## src/rtl/async_fifo_wr_arbiter.sv

```systemverilog
// Round-robin, burst-locking arbiter sharing one async FIFO write port between NUM_REQ requesters.
// Optional source-ID tagging of FIFO words: define ASYNC_FIFO_WR_ARB_TAG_EN.
module async_fifo_wr_arbiter #(
  parameter int NUM_REQ    = 4,
  parameter int DATA_WIDTH = 8,
  parameter int MAX_BURST  = 4,
  localparam int ID_W  = ($clog2(NUM_REQ) > 1) ? $clog2(NUM_REQ) : 1,
  localparam int CNT_W = $clog2(MAX_BURST + 1),
`ifdef ASYNC_FIFO_WR_ARB_TAG_EN
  localparam int OUT_W = ID_W + DATA_WIDTH
`else
  localparam int OUT_W = DATA_WIDTH
`endif
) (
  input  logic                          clk_a_i,
  input  logic                          a_rst_ni,
  input  logic [NUM_REQ-1:0]            a_req_valid_i,
  input  logic [NUM_REQ*DATA_WIDTH-1:0] a_req_data_i,
  input  logic [NUM_REQ-1:0]            a_req_last_i,
  output logic [NUM_REQ-1:0]            a_req_ready_o,
  output logic [NUM_REQ-1:0]            a_grant_o,
  output logic                          a_busy_o,
  output logic                          a_we_o,
  output logic [OUT_W-1:0]              a_din_o,
  input  logic                          a_wrdy_i
);

  typedef enum logic {IDLE, BURST} state_e;

  state_e           state_q, state_d;
  logic [ID_W-1:0]  gidx_q, gidx_d;
  logic [ID_W-1:0]  rr_q, rr_d;
  logic [CNT_W-1:0] beats_q, beats_d;

  logic [NUM_REQ-1:0][DATA_WIDTH-1:0] req_data;
  logic [DATA_WIDTH-1:0]              pay;
  logic [CNT_W-1:0]                   beats_inc;
  logic [ID_W-1:0]                    hi_idx, lo_idx, pick_idx;
  logic                               hi_vld, lo_vld, pick_vld;
  logic                               vld_g, xfer;

  assign req_data  = a_req_data_i;
  assign pay       = req_data[gidx_q];
  assign vld_g     = a_req_valid_i[gidx_q];
  assign xfer      = (state_q == BURST) & vld_g & a_wrdy_i;
  assign beats_inc = beats_q + CNT_W'(1);

  // Rotating priority: lowest valid index above rr_q wins, else wrap to lowest overall.
  always_comb begin
    hi_vld = 1'b0;
    lo_vld = 1'b0;
    hi_idx = '0;
    lo_idx = '0;
    for (int i = NUM_REQ - 1; i >= 0; i--) begin
      if (a_req_valid_i[i]) begin
        if (ID_W'(i) > rr_q) begin
          hi_vld = 1'b1;
          hi_idx = ID_W'(i);
        end else begin
          lo_vld = 1'b1;
          lo_idx = ID_W'(i);
        end
      end
    end
    pick_vld = hi_vld | lo_vld;
    pick_idx = hi_vld ? hi_idx : lo_idx;
  end

  always_ff @(posedge clk_a_i or negedge a_rst_ni) begin
    if (!a_rst_ni) begin
      state_q <= IDLE;
      gidx_q  <= '0;
      rr_q    <= ID_W'(NUM_REQ - 1);
      beats_q <= '0;
    end else begin
      state_q <= state_d;
      gidx_q  <= gidx_d;
      rr_q    <= rr_d;
      beats_q <= beats_d;
    end
  end

  always_comb begin
    state_d = state_q;
    gidx_d  = gidx_q;
    rr_d    = rr_q;
    beats_d = beats_q;
    case (state_q)
      IDLE: begin
        if (pick_vld) begin
          state_d = BURST;
          gidx_d  = pick_idx;
          rr_d    = pick_idx;
          beats_d = '0;
        end
      end
      BURST: begin
        if (!vld_g) begin
          state_d = IDLE;
        end else if (xfer) begin
          beats_d = beats_inc;
          if (a_req_last_i[gidx_q] || (beats_inc == CNT_W'(MAX_BURST))) state_d = IDLE;
        end
      end
      default: state_d = IDLE;
    endcase
  end

  always_comb begin
    a_busy_o = (state_q == BURST);
    a_we_o   = xfer;
`ifdef ASYNC_FIFO_WR_ARB_TAG_EN
    a_din_o  = xfer ? {gidx_q, pay} : '0;
`else
    a_din_o  = xfer ? pay : '0;
`endif
  end

  for (genvar i = 0; i < NUM_REQ; i++) begin : g_lane
    assign a_grant_o[i]     = a_busy_o & (gidx_q == ID_W'(i));
    assign a_req_ready_o[i] = a_grant_o[i] & a_wrdy_i;
  end

endmodule

```

## config.mk

```make
export PLATFORM = sky130hd
export DESIGN_NAME = async_fifo_wr_arbiter
export DESIGN_NICKNAME = d
export VERILOG_FILES = /design/src/rtl/async_fifo_wr_arbiter.sv
export SDC_FILE = /design/constraint.sdc
export NUM_CORES = 1
export LEC_CHECK = 0
export ABC_CLOCK_PERIOD_IN_PS = 3300
export CAP_MARGIN = 15
export CORE_MARGIN = 2
export CORE_UTILIZATION = 60
export CTS_BUF_LIST = sky130_fd_sc_hd__clkbuf_4 sky130_fd_sc_hd__clkbuf_8
export DETAILED_ROUTE_END_ITERATION = 10
export DONT_BUFFER_PORTS = 1
export PLACE_DENSITY_LB_ADDON = 0.1
export SETUP_SLACK_MARGIN = 0.1
export SYNTH_ARGS = -nofsm -noshare
export SYNTH_HDL_FRONTEND = slang
export SYNTH_SLANG_ARGS = --single-unit
```

## constraint.sdc

```tcl
create_clock -name clk_a_i -period 3.3 [get_ports clk_a_i]
set_clock_uncertainty 0.2 [all_clocks]
set_input_delay 0.66 -clock clk_a_i [delete_from_list [all_inputs] [get_ports clk_a_i]]
set_output_delay 0.66 -clock clk_a_i [all_outputs]
set_load 0.03 [all_outputs]
```

==> results of run 1 <==
final cells by class:
cell class | instances | share of cell area, %
Inverter | 4 | 1.50
Clock buffer | 3 | 2.25
Timing Repair Buffer | 4 | 3.25
Sequential cell | 8 | 20.3
Multi-Input combinational cell | 79 | 70.7
Tap cell | 16 | 2.00
placed cells by master, fill, tap and decap left out, types with 2 or more instances in the layout:
cell / synthesis / layout
inv_1: 3 / 3
mux4_1: 3 / 3
mux2i_1: 2 / 2
o21ai_0: 2 / 2
mux4_2: 7 / 7
nor2b_1: 11 / 11
ha_1: 2 / 2
clkbuf_4: 0 / 3
nand3_1: 2 / 2
and3_1: 2 / 2
a2bb2oi_1: 2 / 2
dfstp_2: 2 / 2
nand2_1: 7 / 7
nand2b_1: 4 / 4
a32oi_1: 2 / 2
o221ai_1: 4 / 4
o211ai_1: 3 / 3
and2_1: 3 / 3
buf_4: 0 / 3
nor2_1: 10 / 10
dfrtp_1: 6 / 6
power by group:
| group | internal (mW) | leakage, nW | switching [mW] |
|---|---|---|---|
| clock | 0.0416 | 0.0138 | 0.0334 |
| combinational | 0.271 | 0.299 | 0.377 |
| sequential | 0.155 | 0.0959 | 0.0507 |
| total | 0.468 | 0.409 | 0.461 |
routing by layer:
metal	up-vias	routed length (um)	global-route usage, %
li1	373	-	-
met1	365	826	24.2
met2	37	1130	44.1
met3	2	195	6.12
met4	0	9	5.45
met5	-	0	0
flip-flops by register name, indices dropped and copies added (netlist names):
name and cells:
beats_q 3, gidx_q 2, rr_q 2, a_busy_o 1
worst max path at each step:
stage / start / end / slack [ns] / cells past startpoint
6_report: gidx_q[1] / a_din_o[3] / 0.67 / 4
5_1_grt: gidx_q[1] / a_din_o[1] / 0.56 / 4
4_1_cts: gidx_q[1] / a_din_o[3] / 0.64 / 4
3_5_place_dp: a_req_valid_i[1] / a_din_o[3] / 0.83 / 3
3_3_place_gp: a_req_valid_i[1] / a_din_o[0] / 0.84 / 3
2_1_floorplan: a_req_valid_i[1] / a_din_o[0] / 0.91 / 3
cell families after synthesis:
kind of cell               Yosys count
xor gates and xnor gates             1
muxes                               12
and+or+nand+nor                     44
adders and majority gates            2
AOI/OAI and AO/OA                   20
DFF                                  8
buffers and inverters               10
per-stage QoR:
step / utilization [%] / instance area, um^2 / setup slack [ns] / power, mW / cells
after floorplan: - / 966 / 0.908 / 0.790 / 97
after global placement: 64.2 / 967 / 0.840 / 0.841 / 110
after detailed placement: 64.2 / 967 / 0.828 / 0.856 / 110
after CTS: 66.4 / 1000 / 0.641 / 0.936 / 114
after global routing: 66.4 / 1000 / 0.561 / 1.00 / 114
final: 66.4 / 1000 / 0.666 / 0.930 / 114
worst max-delay path, stage by stage, from the launching register on:
cell and delay (ns):
dfrtp_1 0.36, buf_4 0.20, mux4_2 0.26, nand3_2 0.18
nor2b_1 0.52
==> summary.txt, run 1 <==
outcome - finished clean
H-Tree Depth - 1
Setup Buffers After CTS - 0
WL final - 2.17 mm
site row count - 14
fin crit share - 79.8%
Worst Setup Start Kind - flip-flop
Worst slew margin - 61.0%
clk_lat worst skew - 0.26 ns
RSZ-0062 raised after global routing - no
multi-input logic area - 707 um^2
Cells after Synth - 97
largest area contributor in the netlist - mux4_2
CTS tree - yes
die width - 44.1 um
kind of critical path - reg2out
Hold WS - 0.0368 ns
Syn-to-layout area delta - 3.50%
Die Area - 1950 um^2
Yosys top cell area share - 16.3%
post-synthesis xor/xnor area fraction - 0.907%
mux cell area share after synthesis - 26.6%
fillers - 126
layout cell share with drive strength beyond 1 - 21.4%
largest family of logic cells by synthesized area - multiplexers
complex-gate fraction of the synthesized area - 17.0%
post-layout min period - 2.63 ns
top_reg_cell synth - dfrtp_1
WP data arrival - 1.77 ns
clk root buf - clkbuf_4
Slew Viols, Final - 0
Worst Setup End Kind - primary output
Post-CTS Resized - 0
global-route wire length before repair - 3.21 mm
core area - 1510 um^2
total congestion overflow - 0
CP Max Fanout - 19
drt drc - 0
Final setup viols - 0
max-cap violations - 0
register area share after synthesis - 21.0%
EDFF count, synth - 0
clock sink total - 8
R2R Setup Slk - 1.61 ns
worst r2r src - gidx_q[0]
Syn Area/Cell - 9.96 um^2
Synth Register Bits - 8
async set-reset flop share out of synthesis - 100%
Via Count - 777
routed length per instance - 19.0 um
CP required - 2.44 ns
VDD IR max - 0.528 mV
setup TNS - 0 ns
Ys Warns - 0
Routed Antenna Nets - 0
CTS clk-pin slew, worst paths - 0.06 ns
initial antenna violation count - 0
via/cell ratio - 6.82
total CTS buffers - 3
FMAX - 380 MHz
Total Routing Usage GR - 22.8%
Die Y - 44.1 um
Initial Util - 64.1%
io pins - 61
Post-DP HPWL - 1.71 mm
ant diodes - 0
Power Dens Cells - 930 nW/um^2
most frequently used cell type in the post-synthesis netlist - nor2b_1
Netlist cell types - 36
Lkg Pwr - 0.409 nW
R2R Path End - a_busy_o
post-synthesis adder-cell area fraction - 2.59%
CTS Hold Bufs - 1
nets@finish - 145
First DRT Iteration DRCs - 10
Final GP Congestion - 0.784
PortBufs - 0
most common library cells after synthesis - nor2b_1 (11), nor2_1 (10), mux4_2 (7), nand2_1 (7), dfrtp_1 (6)
storage element area - 203 um^2
pin count of the biggest net entering global routing - 20
main area contributors after synthesis - mux4_2 (16%), dfrtp_1 (16%), mux4_1 (8.2%)
simple-gate share of the synthesized area - 26.2%
first drt pass iteration count - 4
Hold Vio Cnt, Final - 0
vias in the first global route - 721
Syn Std Cell Area - 966 um^2
synthesized net count - 142
R2R depth - 4
Hold Path Class - in2async
Bufs on Longest Clock Path - 2
Slew @ Worst Pin - 0.583 ns
No activity file was read; power rests on OpenSTA's default activity.
==> run 2, diff against run 1 <==
--- a/config.mk
+++ b/config.mk
@@ -5,10 +5,10 @@
 export SDC_FILE = /design/constraint.sdc
 export NUM_CORES = 1
 export LEC_CHECK = 0
-export ABC_CLOCK_PERIOD_IN_PS = 3300
+export ABC_CLOCK_PERIOD_IN_PS = 2300
 export CAP_MARGIN = 15
 export CORE_MARGIN = 2
-export CORE_UTILIZATION = 60
+export CORE_UTILIZATION = 59
 export CTS_BUF_LIST = sky130_fd_sc_hd__clkbuf_4 sky130_fd_sc_hd__clkbuf_8
 export DETAILED_ROUTE_END_ITERATION = 10
 export DONT_BUFFER_PORTS = 1
==> constraint.sdc (replaced) <==
create_clock -name clk_a_i -period 2.3 [get_ports clk_a_i]
set_clock_uncertainty 0.2 [all_clocks]
set_input_delay 0.46 -clock clk_a_i [delete_from_list [all_inputs] [get_ports clk_a_i]]
set_output_delay 0.46 -clock clk_a_i [all_outputs]
set_load 0.03 [all_outputs]
==> run 2 against run 1 <==
- die area grew 1.5%
- non-clock buffer count is 18 higher
- critical path depth stayed put
- clock power rose by 73%
- first-iteration DRC count up 100%
- sequential share of layout area shrank 2.9 points
==> summary.txt, run 2 (synthesis gave the netlist of run 1 again) <==
Hold Path Class - in2reg
RSZ-0062 raised after global routing - yes
Final setup viols - 0
Power Dens Cells - 1330 nW/um^2
via/cell ratio - 6.72
most frequent cells in the layout - buf_4 (18), nor2b_1 (11), mux4_2 (10), nor2_1 (10), nand2_1 (7)
Largest regs - beats_q: 3 flops, gidx_q: 2 flops, rr_q: 2 flops
worst r2r src - gidx_q[0]
ant diodes - 0
Post-DP HPWL - 1.86 mm
CP required - 1.64 ns
global-route wire length before repair - 3.73 mm
CTS clk-pin slew, worst paths - 0.06 ns
commonest non-fill, non-tap cell in the layout - buf_4
core area - 1520 um^2
WL final - 2.45 mm
fin crit share - 99.3%
routed length per instance - 18.3 um
FMAX - 438 MHz
first drt pass iteration count - 4
H-Tree Depth - 1
Hold Vio Cnt, Final - 0
io pins - 61
Slew Viols, Final - 0
Finished Core Util - 77.2%
total CTS buffers - 3
Bufs on Longest Clock Path - 2
drt drc - 0
nets@finish - 164
die width - 44.5 um
clk_lat worst skew - 0.26 ns
CTS tree - yes
Final GP Congestion - 0.803
R2R depth - 5
Lkg Pwr - 0.502 nW
Design Area, Final - 1180 um^2
PortBufs - 0
Worst Setup End Kind - primary output
outcome - finished clean
Worst Hold End - beats_q[0]
post-layout min period - 2.28 ns
First DRT Iteration DRCs - 20
Die Y - 44.5 um
Syn-to-layout area delta - 21.8%
kind of critical path - reg2out
layout cell share with drive strength beyond 1 - 38.1%
site row count - 14
max FFs per register - 3
Largest Register - beats_q
WP data arrival - 1.62 ns
Slew @ Worst Pin - 0.455 ns
min-delay src - a_req_valid_i[0]
Die Area - 1980 um^2
setup TNS - 0 ns
Initial Util - 63.4%
max-cap violations - 0
VDD IR max - 0.861 mV
R2R Path End - a_busy_o
CP Max Fanout - 6
initial antenna violation count - 0
vias in the first global route - 854
clk root buf - clkbuf_4
Worst Setup Start Kind - flip-flop
total congestion overflow - 0
Routed Antenna Nets - 0
placed inst area - 1080 um^2
Worst slew margin - 69.4%
Total Routing Usage GR - 25.7%
Via Count - 900
R2R Setup Slk - 0.60 ns
Hold Path Depth - 3
pin count of the biggest net entering global routing - 16
clock sink total - 8
-- run 2: cell count changes in the layout (fill, tap and decap cells not counted), sizes merged --
cell / previous run / this run
clkbuf: 3 / 4
buf: 3 / 21
nand3: 3 / 4
-- run 2: timing repair --
item | 4_1_cts | 5_1_grt
cloned | 1 | 0
buffers inserted | 3 | 0
setup endpoints to repair | 9 | 9
endpoints found under the hold margin | 8 | 0
hold buffers | 1 | 0
gates resized for setup | 9 | 3
pin swaps | 1 | 1
-- run 2: per-layer routing --
metal  global-route usage, %  routed length, um
met1                    29.3                878
met2                    47.2               1310
met5                       0                  0
met4                    12.7                 66
met3                    2.04                193
-- run 2: critical path: stages, from the launching register on --
cell,delay (ns)
dfrtp_2,0.42
buf_6,0.15
mux4_2,0.49
nor2b_1,0.15
buf_4,0.16
-- run 2: layout make-up --
| cell class | instances | area (um^2) |
|---|---|---|
| Clock buffer | 4 | 30.0 |
| Inverter | 4 | 22.5 |
| Multi-Input combinational cell | 80 | 721 |
| Sequential cell | 8 | 204 |
| Timing Repair Buffer | 22 | 179 |
| Fill cell | 105 | 348 |
| Tap cell | 16 | 20.0 |
-- run 2: through the flow --
| step | hold WS, ns | std cells | power [mW] | setup WS, ns |
|---|---|---|---|---|
| 2_1_floorplan | -0.0356 | 97 | 1.13 | 0.111 |
| 3_3_place_gp | -0.0354 | 125 | 1.29 | 0.213 |
| 3_5_place_dp | -0.0354 | 125 | 1.32 | 0.136 |
| 4_1_cts | 0.217 | 134 | 1.55 | 0.0153 |
| 5_1_grt | 0.245 | 134 | 1.67 | -0.0421 |
| 6_report | 0.231 | 134 | 1.56 | 0.0163 |
-- run 2: worst max-delay path by stage --
stage                         start          endpoint  slack (ns)
after global routing      gidx_q[0]        a_din_o[4]       -0.04
final                     gidx_q[0]        a_din_o[4]        0.02
after detailed placement  gidx_q[0]        a_din_o[2]        0.14
after CTS                 gidx_q[0]        a_din_o[2]        0.02
after global placement    gidx_q[0]        a_din_o[2]        0.21
after floorplan            a_busy_o  a_req_ready_o[1]        0.11
-- run 2: power breakdown --
| part | internal, mW | total [mW] | switching, mW |
|---|---|---|---|
| clock | 0.0784 | 0.130 | 0.0515 |
| sequential | 0.224 | 0.331 | 0.107 |
| combinational | 0.527 | 1.10 | 0.571 |
==> run 3, diff against run 2 <==
--- a/config.mk
+++ b/config.mk
@@ -14,6 +14,7 @@
 export DONT_BUFFER_PORTS = 1
 export PLACE_DENSITY_LB_ADDON = 0.1
 export SETUP_SLACK_MARGIN = 0.1
+export SKIP_LAST_GASP = 1
 export SYNTH_ARGS = -nofsm -noshare
 export SYNTH_HDL_FRONTEND = slang
 export SYNTH_SLANG_ARGS = --single-unit
==> run 3 against run 2 <==
- final cell count unchanged
- critical path type unchanged
- via count up 0.44%
- core utilization down 0.33 points
==> summary.txt, run 3 (synthesis gave the netlist of run 1 again) <==
outcome - finished clean
PortBufs - 0
R2R Setup Slk - 0.60 ns
Worst Setup Start Kind - flip-flop
sw frac - 46.8%
commonest non-fill, non-tap cell in the layout - buf_4
Design Area, Final - 1170 um^2
layout cell share with drive strength beyond 1 - 38.1%
Initial Util - 63.4%
Hold WS - 0.231 ns
VDD IR max - 0.856 mV
Sequential Power Share - 21.3%
CTS clk-pin slew, worst paths - 0.06 ns
clock share of power - 8.4%
CP required - 1.64 ns
vias in the first global route - 854
clock sink total - 8
Final setup viols - 0
total congestion overflow - 0
min-delay src - a_req_valid_i[0]
WP data arrival - 1.63 ns
ant diodes - 0
nets@finish - 164
io pins - 61
clk_lat worst skew - 0.26 ns
RSZ-0062 raised after global routing - yes
internal power - 0.827 mW
via/cell ratio - 6.75
post-layout min period - 2.29 ns
NetSw - 0.727 mW
fin crit share - 99.5%
routed length per instance - 18.3 um
Total Routing Usage GR - 25.7%
Gate power share - 70.3%
R2R depth - 5
Via Count - 904
Power Dens Cells - 1330 nW/um^2
WL final - 2.46 mm
FMAX - 437 MHz
CP Max Fanout - 6
placed inst area - 1080 um^2
Post-DP HPWL - 1.86 mm
most frequent cells in the layout - buf_4 (18), nor2b_1 (11), mux4_2 (10), nor2_1 (10), nand2_1 (7)
max FFs per register - 3
core area - 1520 um^2
Die Area - 1980 um^2
Lkg Pwr - 0.501 nW
CTS tree - yes
Worst Hold End - beats_q[0]
Hold Vio Cnt, Final - 0
initial antenna violation count - 0
Largest Register - beats_q
Slew Viols, Final - 0
first drt pass iteration count - 4
Routed Antenna Nets - 0
Final GP Congestion - 0.803
Hold Path Class - in2reg
kind of critical path - reg2out
die width - 44.5 um
worst r2r src - gidx_q[0]
total power - 1.55 mW
clk root buf - clkbuf_4
pin count of the biggest net entering global routing - 16
Slew @ Worst Pin - 0.455 ns
Largest regs - beats_q: 3 flops, gidx_q: 2 flops, rr_q: 2 flops
Die Y - 44.5 um
total CTS buffers - 3
Bufs on Longest Clock Path - 2
global-route wire length before repair - 3.73 mm
R2R Path End - a_busy_o
H-Tree Depth - 1
drt drc - 0
First DRT Iteration DRCs - 20
Syn-to-layout area delta - 21.2%
Finished Core Util - 76.8%
site row count - 14
Hold Path Depth - 3
max-cap violations - 0
Worst Setup End Kind - primary output
Worst slew margin - 69.5%
[run 3: changes by cell type in the layout (fill, tap and decap cells not counted)]
cell and change:
inv_4 +1, inv_8 -1
[run 3: how the worst max path moves through the flow]
stage	slack, ns	from	cells after the start	endpoint
detailed placement	0.14	gidx_q[0]	4	a_din_o[2]
finish	0.01	gidx_q[0]	4	a_din_o[4]
CTS	0.02	gidx_q[0]	4	a_din_o[2]
floorplan	0.11	a_busy_o	4	a_req_ready_o[1]
global route	-0.04	gidx_q[0]	4	a_din_o[4]
global placement	0.21	gidx_q[0]	4	a_din_o[2]
[run 3: area by class of cell]
class / instances / area [um^2]
timing repair buffer: 22 / 179
inverter: 4 / 17.5
tap: 16 / 20.0
fill: 108 / 353
clock buffer: 4 / 30.0
multi-input combinational: 80 / 721
sequential: 8 / 204
[run 3: power by group through the flow]
| stage | combinational (mW) | clock, mW | sequential (mW) |
|---|---|---|---|
| 5_1_grt | 1.18 | 0.139 | 0.348 |
| 3_5_place_dp | 0.997 | 0 | 0.319 |
| 6_report | 1.09 | 0.130 | 0.331 |
| 2_1_floorplan | 0.845 | 0 | 0.289 |
| 3_3_place_gp | 0.978 | 0 | 0.315 |
| 4_1_cts | 1.09 | 0.138 | 0.327 |
[run 3: timing repair]
item	CTS	global route
setup endpoints to repair	9	9
pin swaps	1	1
gates cloned	1	0
hold buffers	1	0
gates resized for setup	9	1
endpoints found under the hold margin	8	0
setup buffers	3	0
[run 3: worst max-delay path: stages, from the launching register on]
cell and delay [ns]:
dfrtp_2 0.42, buf_6 0.15, mux4_2 0.50, nor2b_1 0.15
buf_4 0.16
[run 3: through the flow]
| step | TNS [ns] | std cells | setup slack (ns) |
|---|---|---|---|
| after floorplan | 0 | 97 | 0.111 |
| after global placement | 0 | 125 | 0.213 |
| after detailed placement | 0 | 125 | 0.136 |
| after CTS | 0 | 134 | 0.0153 |
| after global routing | -0.207 | 134 | -0.0421 |
| final | 0 | 134 | 0.0122 |
[run 3: routing by layer]
metal	vias up	track usage [%]	share of wire [%]
met5	-	0	0
met3	6	2.04	7.6
met4	0	12.7	2.7
met2	43	47.2	54
met1	440	29.3	36
li1	415	-	-
